## src/rtl/bus_arbiter_if.sv

```systemverilog
// Bus bundle between the two Wishbone initiators, the RAM controller and
// the arbiter.
//
//   window_i          shared RAM bus open to Wishbone (CPU slot closed)
//   a_* / b_*         initiator A (MCU bridge) and B (video fetch):
//                     cycle, strobe, we, addr, write data in;
//                     read data, stall, ack out
//   t_*               pipelined Wishbone port toward the RAM controller
//   grant_o           one-hot owner (bit0 = A, bit1 = B), 00 when idle
//   protocol_err_o    sticky stray-acknowledge flag
//
// modport slave  : the arbiter side
// modport master : the environment (initiators + RAM controller) side
interface bus_arbiter_if #(
  parameter int ADDR_WIDTH = 20,
  parameter int DATA_WIDTH = 8
);
  logic                  window_i;

  logic                  a_cycle_i;
  logic                  a_strobe_i;
  logic                  a_we_i;
  logic [ADDR_WIDTH-1:0] a_addr_i;
  logic [DATA_WIDTH-1:0] a_data_i;
  logic [DATA_WIDTH-1:0] a_data_o;
  logic                  a_stall_o;
  logic                  a_ack_o;

  logic                  b_cycle_i;
  logic                  b_strobe_i;
  logic                  b_we_i;
  logic [ADDR_WIDTH-1:0] b_addr_i;
  logic [DATA_WIDTH-1:0] b_data_i;
  logic [DATA_WIDTH-1:0] b_data_o;
  logic                  b_stall_o;
  logic                  b_ack_o;

  logic                  t_cycle_o;
  logic                  t_strobe_o;
  logic                  t_we_o;
  logic [ADDR_WIDTH-1:0] t_addr_o;
  logic [DATA_WIDTH-1:0] t_data_o;
  logic [DATA_WIDTH-1:0] t_data_i;
  logic                  t_stall_i;
  logic                  t_ack_i;

  logic [1:0]            grant_o;
  logic                  protocol_err_o;

  modport slave (
    input  window_i,
    input  a_cycle_i, a_strobe_i, a_we_i, a_addr_i, a_data_i,
    output a_data_o, a_stall_o, a_ack_o,
    input  b_cycle_i, b_strobe_i, b_we_i, b_addr_i, b_data_i,
    output b_data_o, b_stall_o, b_ack_o,
    output t_cycle_o, t_strobe_o, t_we_o, t_addr_o, t_data_o,
    input  t_data_i, t_stall_i, t_ack_i,
    output grant_o, protocol_err_o
  );

  modport master (
    output window_i,
    output a_cycle_i, a_strobe_i, a_we_i, a_addr_i, a_data_i,
    input  a_data_o, a_stall_o, a_ack_o,
    output b_cycle_i, b_strobe_i, b_we_i, b_addr_i, b_data_i,
    input  b_data_o, b_stall_o, b_ack_o,
    input  t_cycle_o, t_strobe_o, t_we_o, t_addr_o, t_data_o,
    output t_data_i, t_stall_i, t_ack_i,
    input  grant_o, protocol_err_o
  );
endinterface

```

## src/rtl/bus_arbiter.sv

```systemverilog
// Two-initiator Wishbone (pipelined) arbiter in front of a shared RAM
// controller. Initiator A (MCU bridge) and B (video fetch) compete for the
// bus whenever window_i is high; the owner keeps the bus until it drops its
// cycle, the per-owner count of accepted-but-unacknowledged requests is
// capped at MAX_OUTSTANDING, and a stray acknowledge sets a sticky flag.
//
// Ports:
//   wb_clock_i   clock, all state changes on the rising edge
//   wb_reset_ni  asynchronous active-low reset
//   bus          bus_arbiter_if.slave (initiators, RAM port, grant, error)
module bus_arbiter #(
  parameter int ADDR_WIDTH      = 20,
  parameter int DATA_WIDTH      = 8,
  parameter int MAX_OUTSTANDING = 3
) (
  input  logic         wb_clock_i,
  input  logic         wb_reset_ni,
  bus_arbiter_if.slave bus
);

  localparam int CNT_W  = $clog2(MAX_OUTSTANDING + 1);
  // Acks still owed to aborted owners; generous headroom, saturating.
  localparam int ORPH_W = CNT_W + 4;
  localparam logic [CNT_W-1:0] CNT_MAX = CNT_W'(MAX_OUTSTANDING);

  // Encoding chosen so the state register is directly the one-hot grant.
  typedef enum logic [1:0] {
    IDLE  = 2'b00,
    OWN_A = 2'b01,
    OWN_B = 2'b10
  } state_t;

  state_t            state;
  logic              last_b;        // 1: B was granted last
  logic              armed;         // first edge after reset release seen
  logic              protocol_err;
  logic [CNT_W-1:0]  outstanding;
  logic [CNT_W-1:0]  cnt_next;
  logic [ORPH_W-1:0] orphan;
  logic [ORPH_W-1:0] orphan_next;

  function automatic logic [ORPH_W-1:0] sat_add(input logic [ORPH_W-1:0] base,
                                                input logic [CNT_W-1:0]  inc);
    logic [ORPH_W:0] sum;
    sum = {1'b0, base} + (ORPH_W + 1)'(inc);
    return sum[ORPH_W] ? {ORPH_W{1'b1}} : sum[ORPH_W-1:0];
  endfunction

  logic                  own_a;
  logic                  own_b;
  logic                  sel_cycle;
  logic                  sel_strobe;
  logic                  sel_we;
  logic [ADDR_WIDTH-1:0] sel_addr;
  logic [DATA_WIDTH-1:0] sel_data;
  logic                  below_max;
  logic                  at_max;
  logic                  t_strobe;
  logic                  owner_stall;
  logic                  accept;
  logic                  ack_live;
  logic                  ack_orphan;
  logic                  stray;
  logic                  ack_count;
  logic                  owner_drop;

  assign own_a = (state == OWN_A);
  assign own_b = (state == OWN_B);

  // Owner mux toward the RAM controller; everything is zero in IDLE.
  always_comb begin
    sel_cycle  = 1'b0;
    sel_strobe = 1'b0;
    sel_we     = 1'b0;
    sel_addr   = '0;
    sel_data   = '0;
    if (own_a) begin
      sel_cycle  = bus.a_cycle_i;
      sel_strobe = bus.a_strobe_i;
      sel_we     = bus.a_we_i;
      sel_addr   = bus.a_addr_i;
      sel_data   = bus.a_data_i;
    end else if (own_b) begin
      sel_cycle  = bus.b_cycle_i;
      sel_strobe = bus.b_strobe_i;
      sel_we     = bus.b_we_i;
      sel_addr   = bus.b_addr_i;
      sel_data   = bus.b_data_i;
    end
  end

  assign below_max   = (outstanding < CNT_MAX);
  assign at_max      = (outstanding >= CNT_MAX);
  assign t_strobe    = sel_strobe & bus.window_i & below_max;
  assign owner_stall = bus.t_stall_i | ~bus.window_i | at_max;
  assign accept      = t_strobe & ~bus.t_stall_i;

  // The RAM controller answers in order, so while acks are still owed to
  // an aborted owner the next acks belong to it and are swallowed here.
  assign ack_orphan  = bus.t_ack_i & (orphan != '0);
  assign ack_live    = bus.t_ack_i & (orphan == '0);
  // Ack with nothing pending and no same-cycle acceptance to pair with.
  assign stray       = ack_live & (outstanding == '0) & ~accept;
  assign ack_count   = ack_live & ~stray;
  assign owner_drop  = (own_a & ~bus.a_cycle_i) | (own_b & ~bus.b_cycle_i);

  always_comb begin
    cnt_next = outstanding;
    if (accept && !ack_count) begin
      cnt_next = outstanding + CNT_W'(1);
    end else if (!accept && ack_count) begin
      cnt_next = outstanding - CNT_W'(1);
    end
  end

  // On abort the owner's in-flight requests turn into owed acks.
  always_comb begin
    orphan_next = orphan - ORPH_W'(ack_orphan);
    if (owner_drop) begin
      orphan_next = sat_add(orphan_next, cnt_next);
    end
  end

  assign bus.t_cycle_o      = sel_cycle;
  assign bus.t_strobe_o     = t_strobe;
  assign bus.t_we_o         = sel_we;
  assign bus.t_addr_o       = sel_addr;
  assign bus.t_data_o       = sel_data;

  assign bus.a_stall_o      = own_a ? owner_stall : 1'b1;
  assign bus.a_ack_o        = own_a & ack_live;
  assign bus.a_data_o       = own_a ? bus.t_data_i : '0;
  assign bus.b_stall_o      = own_b ? owner_stall : 1'b1;
  assign bus.b_ack_o        = own_b & ack_live;
  assign bus.b_data_o       = own_b ? bus.t_data_i : '0;

  assign bus.grant_o        = state;
  assign bus.protocol_err_o = protocol_err;

  always_ff @(posedge wb_clock_i or negedge wb_reset_ni) begin
    if (!wb_reset_ni) begin
      state        <= IDLE;
      last_b       <= 1'b1;
      armed        <= 1'b0;
      outstanding  <= '0;
      orphan       <= '0;
      protocol_err <= 1'b0;
    end else begin
      armed       <= 1'b1;
      orphan      <= orphan_next;
      outstanding <= cnt_next;
      if (stray) begin
        protocol_err <= 1'b1;
      end
      case (state)
        IDLE: begin
          // No grant on the first edge after reset release.
          if (armed && bus.window_i) begin
            if (bus.a_cycle_i && (!bus.b_cycle_i || last_b)) begin
              state  <= OWN_A;
              last_b <= 1'b0;
            end else if (bus.b_cycle_i) begin
              state  <= OWN_B;
              last_b <= 1'b1;
            end
          end
        end
        OWN_A: begin
          if (!bus.a_cycle_i) begin
            state       <= IDLE;
            outstanding <= '0;
          end
        end
        OWN_B: begin
          if (!bus.b_cycle_i) begin
            state       <= IDLE;
            outstanding <= '0;
          end
        end
        default: begin
          state       <= IDLE;
          outstanding <= '0;
        end
      endcase
    end
  end

endmodule
```

## src/flat_wrapper.sv

```systemverilog
// flat-port wrapper written by rule: the top's interface ports become plain ports
module bus_arbiter_flat 
#(
  parameter int ADDR_WIDTH      = 20,
  parameter int DATA_WIDTH      = 8,
  parameter int MAX_OUTSTANDING = 3
)
  (wb_clock_i, wb_reset_ni, bus_window_i, bus_a_cycle_i, bus_a_strobe_i, bus_a_we_i, bus_a_addr_i, bus_a_data_i, bus_a_data_o, bus_a_stall_o, bus_a_ack_o, bus_b_cycle_i, bus_b_strobe_i, bus_b_we_i, bus_b_addr_i, bus_b_data_i, bus_b_data_o, bus_b_stall_o, bus_b_ack_o, bus_t_cycle_o, bus_t_strobe_o, bus_t_we_o, bus_t_addr_o, bus_t_data_o, bus_t_data_i, bus_t_stall_i, bus_t_ack_i, bus_grant_o, bus_protocol_err_o);
  bus_arbiter_if #(.ADDR_WIDTH(ADDR_WIDTH), .DATA_WIDTH(DATA_WIDTH)) bus_i ();
  input  logic wb_clock_i;
  input  logic wb_reset_ni;
  input wire logic [$bits(bus_i.window_i)-1:0] bus_window_i;
  input wire logic [$bits(bus_i.a_cycle_i)-1:0] bus_a_cycle_i;
  input wire logic [$bits(bus_i.a_strobe_i)-1:0] bus_a_strobe_i;
  input wire logic [$bits(bus_i.a_we_i)-1:0] bus_a_we_i;
  input wire logic [$bits(bus_i.a_addr_i)-1:0] bus_a_addr_i;
  input wire logic [$bits(bus_i.a_data_i)-1:0] bus_a_data_i;
  output wire logic [$bits(bus_i.a_data_o)-1:0] bus_a_data_o;
  output wire logic [$bits(bus_i.a_stall_o)-1:0] bus_a_stall_o;
  output wire logic [$bits(bus_i.a_ack_o)-1:0] bus_a_ack_o;
  input wire logic [$bits(bus_i.b_cycle_i)-1:0] bus_b_cycle_i;
  input wire logic [$bits(bus_i.b_strobe_i)-1:0] bus_b_strobe_i;
  input wire logic [$bits(bus_i.b_we_i)-1:0] bus_b_we_i;
  input wire logic [$bits(bus_i.b_addr_i)-1:0] bus_b_addr_i;
  input wire logic [$bits(bus_i.b_data_i)-1:0] bus_b_data_i;
  output wire logic [$bits(bus_i.b_data_o)-1:0] bus_b_data_o;
  output wire logic [$bits(bus_i.b_stall_o)-1:0] bus_b_stall_o;
  output wire logic [$bits(bus_i.b_ack_o)-1:0] bus_b_ack_o;
  output wire logic [$bits(bus_i.t_cycle_o)-1:0] bus_t_cycle_o;
  output wire logic [$bits(bus_i.t_strobe_o)-1:0] bus_t_strobe_o;
  output wire logic [$bits(bus_i.t_we_o)-1:0] bus_t_we_o;
  output wire logic [$bits(bus_i.t_addr_o)-1:0] bus_t_addr_o;
  output wire logic [$bits(bus_i.t_data_o)-1:0] bus_t_data_o;
  input wire logic [$bits(bus_i.t_data_i)-1:0] bus_t_data_i;
  input wire logic [$bits(bus_i.t_stall_i)-1:0] bus_t_stall_i;
  input wire logic [$bits(bus_i.t_ack_i)-1:0] bus_t_ack_i;
  output wire logic [$bits(bus_i.grant_o)-1:0] bus_grant_o;
  output wire logic [$bits(bus_i.protocol_err_o)-1:0] bus_protocol_err_o;
  assign bus_i.window_i = bus_window_i;
  assign bus_i.a_cycle_i = bus_a_cycle_i;
  assign bus_i.a_strobe_i = bus_a_strobe_i;
  assign bus_i.a_we_i = bus_a_we_i;
  assign bus_i.a_addr_i = bus_a_addr_i;
  assign bus_i.a_data_i = bus_a_data_i;
  assign bus_a_data_o = bus_i.a_data_o;
  assign bus_a_stall_o = bus_i.a_stall_o;
  assign bus_a_ack_o = bus_i.a_ack_o;
  assign bus_i.b_cycle_i = bus_b_cycle_i;
  assign bus_i.b_strobe_i = bus_b_strobe_i;
  assign bus_i.b_we_i = bus_b_we_i;
  assign bus_i.b_addr_i = bus_b_addr_i;
  assign bus_i.b_data_i = bus_b_data_i;
  assign bus_b_data_o = bus_i.b_data_o;
  assign bus_b_stall_o = bus_i.b_stall_o;
  assign bus_b_ack_o = bus_i.b_ack_o;
  assign bus_t_cycle_o = bus_i.t_cycle_o;
  assign bus_t_strobe_o = bus_i.t_strobe_o;
  assign bus_t_we_o = bus_i.t_we_o;
  assign bus_t_addr_o = bus_i.t_addr_o;
  assign bus_t_data_o = bus_i.t_data_o;
  assign bus_i.t_data_i = bus_t_data_i;
  assign bus_i.t_stall_i = bus_t_stall_i;
  assign bus_i.t_ack_i = bus_t_ack_i;
  assign bus_grant_o = bus_i.grant_o;
  assign bus_protocol_err_o = bus_i.protocol_err_o;
  bus_arbiter #(.ADDR_WIDTH(ADDR_WIDTH), .DATA_WIDTH(DATA_WIDTH), .MAX_OUTSTANDING(MAX_OUTSTANDING)) u_core (.wb_clock_i(wb_clock_i), .wb_reset_ni(wb_reset_ni), .bus(bus_i));
endmodule
```

## config.mk

```make
export PLATFORM = sky130hd
export DESIGN_NAME = bus_arbiter_flat
export DESIGN_NICKNAME = d
export VERILOG_FILES = /design/src/rtl/bus_arbiter_if.sv /design/src/rtl/bus_arbiter.sv /design/src/flat_wrapper.sv
export SDC_FILE = /design/constraint.sdc
export NUM_CORES = 1
export LEC_CHECK = 0
export BUFFER_PORTS_ARGS = -buffer_cell sky130_fd_sc_hd__buf_4
export CAP_MARGIN = 20
export CORE_ASPECT_RATIO = 1.2
export CORE_UTILIZATION = 39
export CTS_BUF_LIST = sky130_fd_sc_hd__clkbuf_4 sky130_fd_sc_hd__clkbuf_8
export CTS_CLUSTER_DIAMETER = 40
export CTS_CLUSTER_SIZE = 12
export DETAILED_ROUTE_END_ITERATION = 6
export GPL_ROUTABILITY_DRIVEN = 0
export PLACE_DENSITY = 0.82
export SYNTH_ARGS = -nofsm -noshare
export SYNTH_HDL_FRONTEND = slang
export SYNTH_SLANG_ARGS = --single-unit
export TNS_END_PERCENT = 30
```

## constraint.sdc

```tcl
create_clock -name wb_clock_i -period 3.1 [get_ports wb_clock_i]
set_input_delay 0.155 -clock wb_clock_i [delete_from_list [all_inputs] [get_ports wb_clock_i]]
set_output_delay 0.155 -clock wb_clock_i [all_outputs]
set_load 0.05 [all_outputs]
```

---- Word-level counts from Yosys, hierarchy flattened ----
Index checks and enable logic that the tools add are counted.
operators by class
  bitwise gates (word level) .............. 21
  equality and inequality tests ........... 6
  $lt $le $gt $ge ......................... 2
  add/sub/neg operators ................... 4
  multiplexer cells ....................... 29
  reduce and logical (&&, ||, !) cells .... 15
operators by type and width
  kind                                                       count
  2-to-1 mux 20 bit                                          2
  2-to-1 mux 8 bit                                           4
  2-to-1 mux 2 bit                                           9
  AND 1 bit                                                  12
  2-to-1 mux 6 bit                                           2
  case mux 2 bit (3 select lines)                            2
  2-to-1 mux 1 bit                                           10
  adder 6 x 2 -> 7 bit                                       1
  logical NOT 6 bit                                          1
  NOT 1 bit                                                  6
  nonzero test 6 bit                                         1
  subtractor 6 x 1 -> 6 bit                                  1
  logical AND 1 bit                                          4
  logical NOT 2 bit                                          2
  != test 2 bit (second input constant)                      2
  AND reduction 4 bit                                        1
  logical NOT 1 bit                                          3
  != test 3 x 2 -> 1 bit (second input constant)             1
  bitwise OR 1 bit                                           3
  AND reduction 3 bit                                        1
  adder 2 x 1 -> 2 bit (second input constant)               1
  == test 2 x 1 -> 1 bit (second input constant)             1
  == test 2 bit (second input constant)                      1
  greater-or-equal comparator 2 bit (second input constant)  1
  other kinds (5)                                            5
storage, ports and cells
  bits of input ports ..................... 75
  register bits after elaboration ......... 13
  output and inout port bits .............. 54
  logic and storage cells ................. 83

---- Depth between registers and ports, before layout ----
  depth in word-level cells ............... 16
  mapped depth ............................ 11
  gate-level depth less buffers ........... 11

---- Worst setup path after synthesis ----
No wires, ideal clock.
  path type ............................... reg2reg
  start ................................... reg u_core.state[1], in the netlist u_core.bus.grant_o[1]
  end ..................................... reg u_core.orphan[0]
  data arrival time ....................... 2.553 ns
  data required time ...................... 2.963 ns
  cell stages (with the launch flop) ...... 12
  slack ................................... 0.410 ns
  library setup time ...................... 0.137 ns
  cells stage by stage .................... dfrtp_1 > buf_6 > and3b_1 > o21ai_2 > mux2i_1 > xnor2_1 > ha_1 > fa_1 > inv_1 > a211oi_2 > o221ai_2 > o211ai_1
between the ends
  cells in the longest elaborated chain, start to end .. 16
ends and longest elaborated chain
  item                                                           line                                    source
  from (decl)                                                    bus_arbiter.sv:33                       state_t state;
  from (signal assigned)                                         bus_arbiter.sv:142                      state <= IDLE;
  from (signal assigned)                                         bus_arbiter.sv:160                      state <= OWN_A;
  from (signal assigned)                                         bus_arbiter.sv:163                      state <= OWN_B;
  == test 2 bit                                                  bus_arbiter.sv:68                       assign own_b = (state == OWN_B);
  2-to-1 mux 1 bit                                               bus_arbiter.sv:83                       end else if (own_b) begin
  2-to-1 mux 1 bit                                               bus_arbiter.sv:77                       if (own_a) begin
  AND 1 bit (2 in series)                                        bus_arbiter.sv:94                       assign t_strobe = sel_strobe & bus.window_i & below_max;
  AND 1 bit                                                      bus_arbiter.sv:96                       assign accept = t_strobe & ~bus.t_stall_i;
  NOT 1 bit                                                      bus_arbiter.sv:103                      assign stray = ack_live & (outstanding == '0) & ~accept;
  AND 1 bit                                                      bus_arbiter.sv:103
  NOT 1 bit                                                      bus_arbiter.sv:104                      assign ack_count = ack_live & ~stray;
  AND 1 bit                                                      bus_arbiter.sv:104
  logical AND 1 bit / logical NOT 1 bit (equally long branches)  bus_arbiter.sv:111, bus_arbiter.sv:109
  2-to-1 mux 2 bit / logical AND 1 bit (equally long branches)   bus_arbiter.sv:111, bus_arbiter.sv:109
  2-to-1 mux 2 bit                                               bus_arbiter.sv:109                      if (accept && !ack_count) begin
  adder 6 x 2 -> 7 bit                                           bus_arbiter.sv:45                       sum = {1'b0, base} + (ORPH_W + 1)'(inc);
  2-to-1 mux 6 bit                                               bus_arbiter.sv:46                       return sum[ORPH_W] ? {ORPH_W{1'b1}} : sum[ORPH_W-1:0];
  2-to-1 mux 6 bit (*)                                           bus_arbiter.sv:119                      if (owner_drop) begin
  via u_core.orphan_next[0]                                      bus_arbiter.sv:40                       logic [ORPH_W-1:0] orphan_next;
  to (signal assigned)                                           bus_arbiter.sv:150                      orphan <= orphan_next;
  to (decl)                                                      bus_arbiter.sv:39                       logic [ORPH_W-1:0] orphan;
Mark *: on every way through the listed nets, which the timed path passes. The rest lies on a longest branch.
A chain may end at the register's enable or synchronous reset.

---- Worst setup path in the final report ----
  start ................................... reg u_core.outstanding[0]
  end ..................................... reg u_core.orphan[0]
between the ends
  cells in the longest elaborated chain, start to end .. 13
ends and longest elaborated chain
  item                                                           line                                    source
  from (decl)                                                    bus_arbiter.sv:37                       logic [CNT_W-1:0] outstanding;
  from (signal assigned)                                         bus_arbiter.sv:151                      outstanding <= cnt_next;
  < comparator 2 bit                                             bus_arbiter.sv:92                       assign below_max = (outstanding < CNT_MAX);
  AND 1 bit                                                      bus_arbiter.sv:94
  AND 1 bit                                                      bus_arbiter.sv:96
  NOT 1 bit                                                      bus_arbiter.sv:103
  AND 1 bit                                                      bus_arbiter.sv:103
  NOT 1 bit                                                      bus_arbiter.sv:104
  AND 1 bit                                                      bus_arbiter.sv:104
  logical AND 1 bit / logical NOT 1 bit (equally long branches)  bus_arbiter.sv:111, bus_arbiter.sv:109
  2-to-1 mux 2 bit / logical AND 1 bit (equally long branches)   bus_arbiter.sv:111, bus_arbiter.sv:109
  2-to-1 mux 2 bit (*)                                           bus_arbiter.sv:109
  adder 6 x 2 -> 7 bit (*)                                       bus_arbiter.sv:45
  2-to-1 mux 6 bit (*)                                           bus_arbiter.sv:46
  2-to-1 mux 6 bit (*)                                           bus_arbiter.sv:119
  via u_core.orphan_next[0]                                      bus_arbiter.sv:40
Marks and branches as above.

==> results.json <==
{
  "crit-reg2reg-launch": "u_core.outstanding[0]",
  "cpMostUsedCell": "ha_1",
  "ys_top_cells_by_area": "dfrtp_1 20%, a22o_1 17%, and2_1 7.1%",
  "grt_pass1_vias": 1757,
  "fin_worst_skew_ns": 0.00227,
  "worstMarginPinSlew_ns": 0.654,
  "grt_use_total_pct": 27.4,
  "hold_viol_final": 0,
  "dieWidth_um": 58.4,
  "synth_top_family_by_area": "compound AO/OA/AOI/OAI gates",
  "hpwlAfterDp_mm": 4.61,
  "synth.distinct_cells": 50,
  "dp.cells": 345,
  "grt_max_degree": 35,
  "overflow": 0,
  "synth_edf_count": 0,
  "clk_latency_ns": 0.25,
  "cp.arrival_ns": 2.91,
  "cellLeakagePower_uw": 0.00131,
  "synth_flop_cell": "dfrtp_1",
  "path_clk_slew_ns": 0.06,
  "slew_viol_final": 0,
  "wirelength_mm": 5.67,
  "io_pins": 129,
  "synthAdderAreaFrac_pct": 6.38,
  "synthCells": 172,
  "tritoncts": "done",
  "root_buffer": "clkbuf_8",
  "layout.cells.non_filler": 350,
  "rsz0062_at_grt": "no",
  "clock.fmax_ghz": 0.357,
  "initial_core_util_pct": 41.0,
  "fp.coreArea_um2": 3630,
  "synth_top_area_share_pct": 20.2,
  "fin_crit_sh_pct": 90.4,
  "powerDensity_nw_per_um2": 594,
  "seq_area_frac_synth_pct": 21.9,
  "yosys-top-cells-count": "29 x a22o_1, 17 x and2_1, 12 x dfrtp_1",
  "rr_endpoint": "u_core.orphan[0]",
  "yosysTopAreaCell": "dfrtp_1",
  "fp.dieArea_um2": 4070,
  "crit_fanout": 8,
  "yosys_warnings": 0,
  "drive_gt1_share_pct": 50.3,
  "synth_compound_area_share_pct": 34.8,
  "tns_ns": 0,
  "holdPathEnd": "u_core.last_b",
  "max_slew_margin_pct": 56.4,
  "reg2reg_depth": 11,
  "crit_path_start_kind": "flop",
  "ctsHtreeMaxLevel": 1,
  "synth.area.mux_share_pct": 2.02,
  "numClockSinks": 13,
  "slowest_stage": "dfrtp_1",
  "fin_ws_ns": 0.299,
  "area_delta_synth_final_pct": 71.5,
  "finalCriticalPeriod_ns": 2.80,
  "portBuffers": 128,
  "holdPathStages": 2,
  "post_drt_wl_per_cell_um": 16.2,
  "synthSimpleGateAreaFrac_pct": 24.8,
  "vias": 1837,
  "max_stage_delay_ns": 0.42,
  "max_cap_violations": 0,
  "finalCoreUtilization_pct": 70.4,
  "r2r_slack_ns": 0.30,
  "drt_first_pass_iters": 5,
  "avgSynthCellArea_um2": 8.66,
  "insertedDiodeCount": 0,
  "fillers": 285,
  "via_per_inst": 5.25,
  "cts.path.max_buffers": 2,
  "cts_buffers": 3,
  "critPathLaunch": "u_core.outstanding[0]",
  "grt_antenna_before_repair": 0,
  "end_kind": "flop",
  "syn_area_um2": 1490,
  "ir_worst_vdd_v": 0.000455,
  "worstHoldPathType": "input port to flop",
  "nets": 381,
  "cts_resized": 0,
  "setup.worst_path.class": "flop to flop",
  "synth.net_count": 254,
  "critPathRequiredTime_ns": 3.21,
  "drtIter0Drc": 115,
  "synth_seq_cells": 13,
  "outcome": "finished clean",
  "finalSetupViolations": 0,
  "fp-row-count": 24,
  "ys_async_sr_fraction_pct": 100,
  "worstPathCellList": "ha_1 > nor3b_1 > o21ai_2 > mux2i_1 > xnor2_1 > ha_1 > fa_1 > inv_1 > a211oi_2 > o221ai_2 > o211ai_1",
  "worstHoldStart": "bus_a_cycle_i",
  "grt_pass1_wl_mm": 8.63,
  "die_h_um": 69.7,
  "total_power_uw": 1520,
  "dp_slack_ns": 0.304,
  "remaining_drc_errors": 0,
  "synth_xor_area_share_pct": 3.53,
  "yosysMostFrequentCell": "a22o_1",
  "antenna_left": 0
}
-- report_power, final --
part	internal, µW	switching (µW)
Clock	99.7	65.2
Combinational	419	608
Sequential	241	85.5
Total	760	758
-- area by class of cell --
cell class | instances | area (µm²) | share of cell area, %
multi-input combinational | 139 | 1070 | 41.9
timing repair buffer | 132 | 1010 | 39.4
sequential | 13 | 327 | 12.8
tap | 52 | 65.1 | 2.55
clock buffer | 4 | 48.8 | 1.91
inverter | 10 | 37.5 | 1.47
-- what timing repair did --
action / in CTS / in global routing
hold endpoints to repair: 13 / 0
setup buffers: 0 / 0
setup endpoints to repair: 0 / 0
hold buffers: 1 / 0
-- worst max-delay path by stage --
stage | slack, ns | to | cells after the start
floorplan | 0.41 | u_core.orphan[0] | 11
global placement | 0.45 | u_core.orphan[0] | 11
detailed placement | 0.30 | u_core.orphan[5] | 11
CTS | 0.31 | u_core.orphan[0] | 11
global route | 0.11 | u_core.orphan[4] | 11
finish | 0.30 | u_core.orphan[0] | 11
-- layout by cell type, fill, tap and decap left out, drive strengths merged, types with 6 or more instances in the layout --
cell type and instances:
dfrtp 12, and2 17, buf 131, nor3 7
ha 6, inv 10, a22o 29, nand2 11
o21ai 6, a21oi 8
-- critical path: cells and delay by family, from the launching register on --
kind | cells | cell delay [ns]
flops | 1 | 0.42
compound gates | 4 | 0.50
simple gates | 1 | 0.37
mux | 1 | 0.31
buf+inv | 1 | 0.11
xor+xnor | 1 | 0.12
fa+ha+maj | 3 | 0.83
-- kinds of logic (layout without fill, tap and decap cells) --
family	after synthesis	count (layout)
mux	3	3
other cells	1	1
fa+ha+maj	7	7
flops	13	13
xor+xnor	6	6
buf+inv	20	146
simple gates	58	58
compound gates	64	64
-- state kept, by name, indices dropped and copies added (netlist names) --
name	flops
u_core.armed	1
u_core.outstanding	2
u_core.orphan	6
u_core.bus.protocol_err_o	1
u_core.bus.grant_o	2
u_core.last_b	1
-- per-stage QoR --
stage,hold slack [ns],instance area (µm²)
final,0.0874,2560
after global routing,0.105,2560
after CTS,0.0946,2560
after detailed placement,0.0117,2500
after global placement,0.00958,2500
after floorplan,-0.141,1490
-- routing by layer --
layer / wire length [µm] / up-vias / part of all wire [%] / track usage, %
li1: - / 887 / - / -
met1: 2300 / 861 / 41 / 34.0
met2: 2800 / 84 / 49 / 47.5
met3: 541 / 5 / 9.5 / 7.84
met4: 32 / 0 / 0.56 / 3.97
met5: 0 / - / 0 / 0
Power figures use the tool's default switching activity.
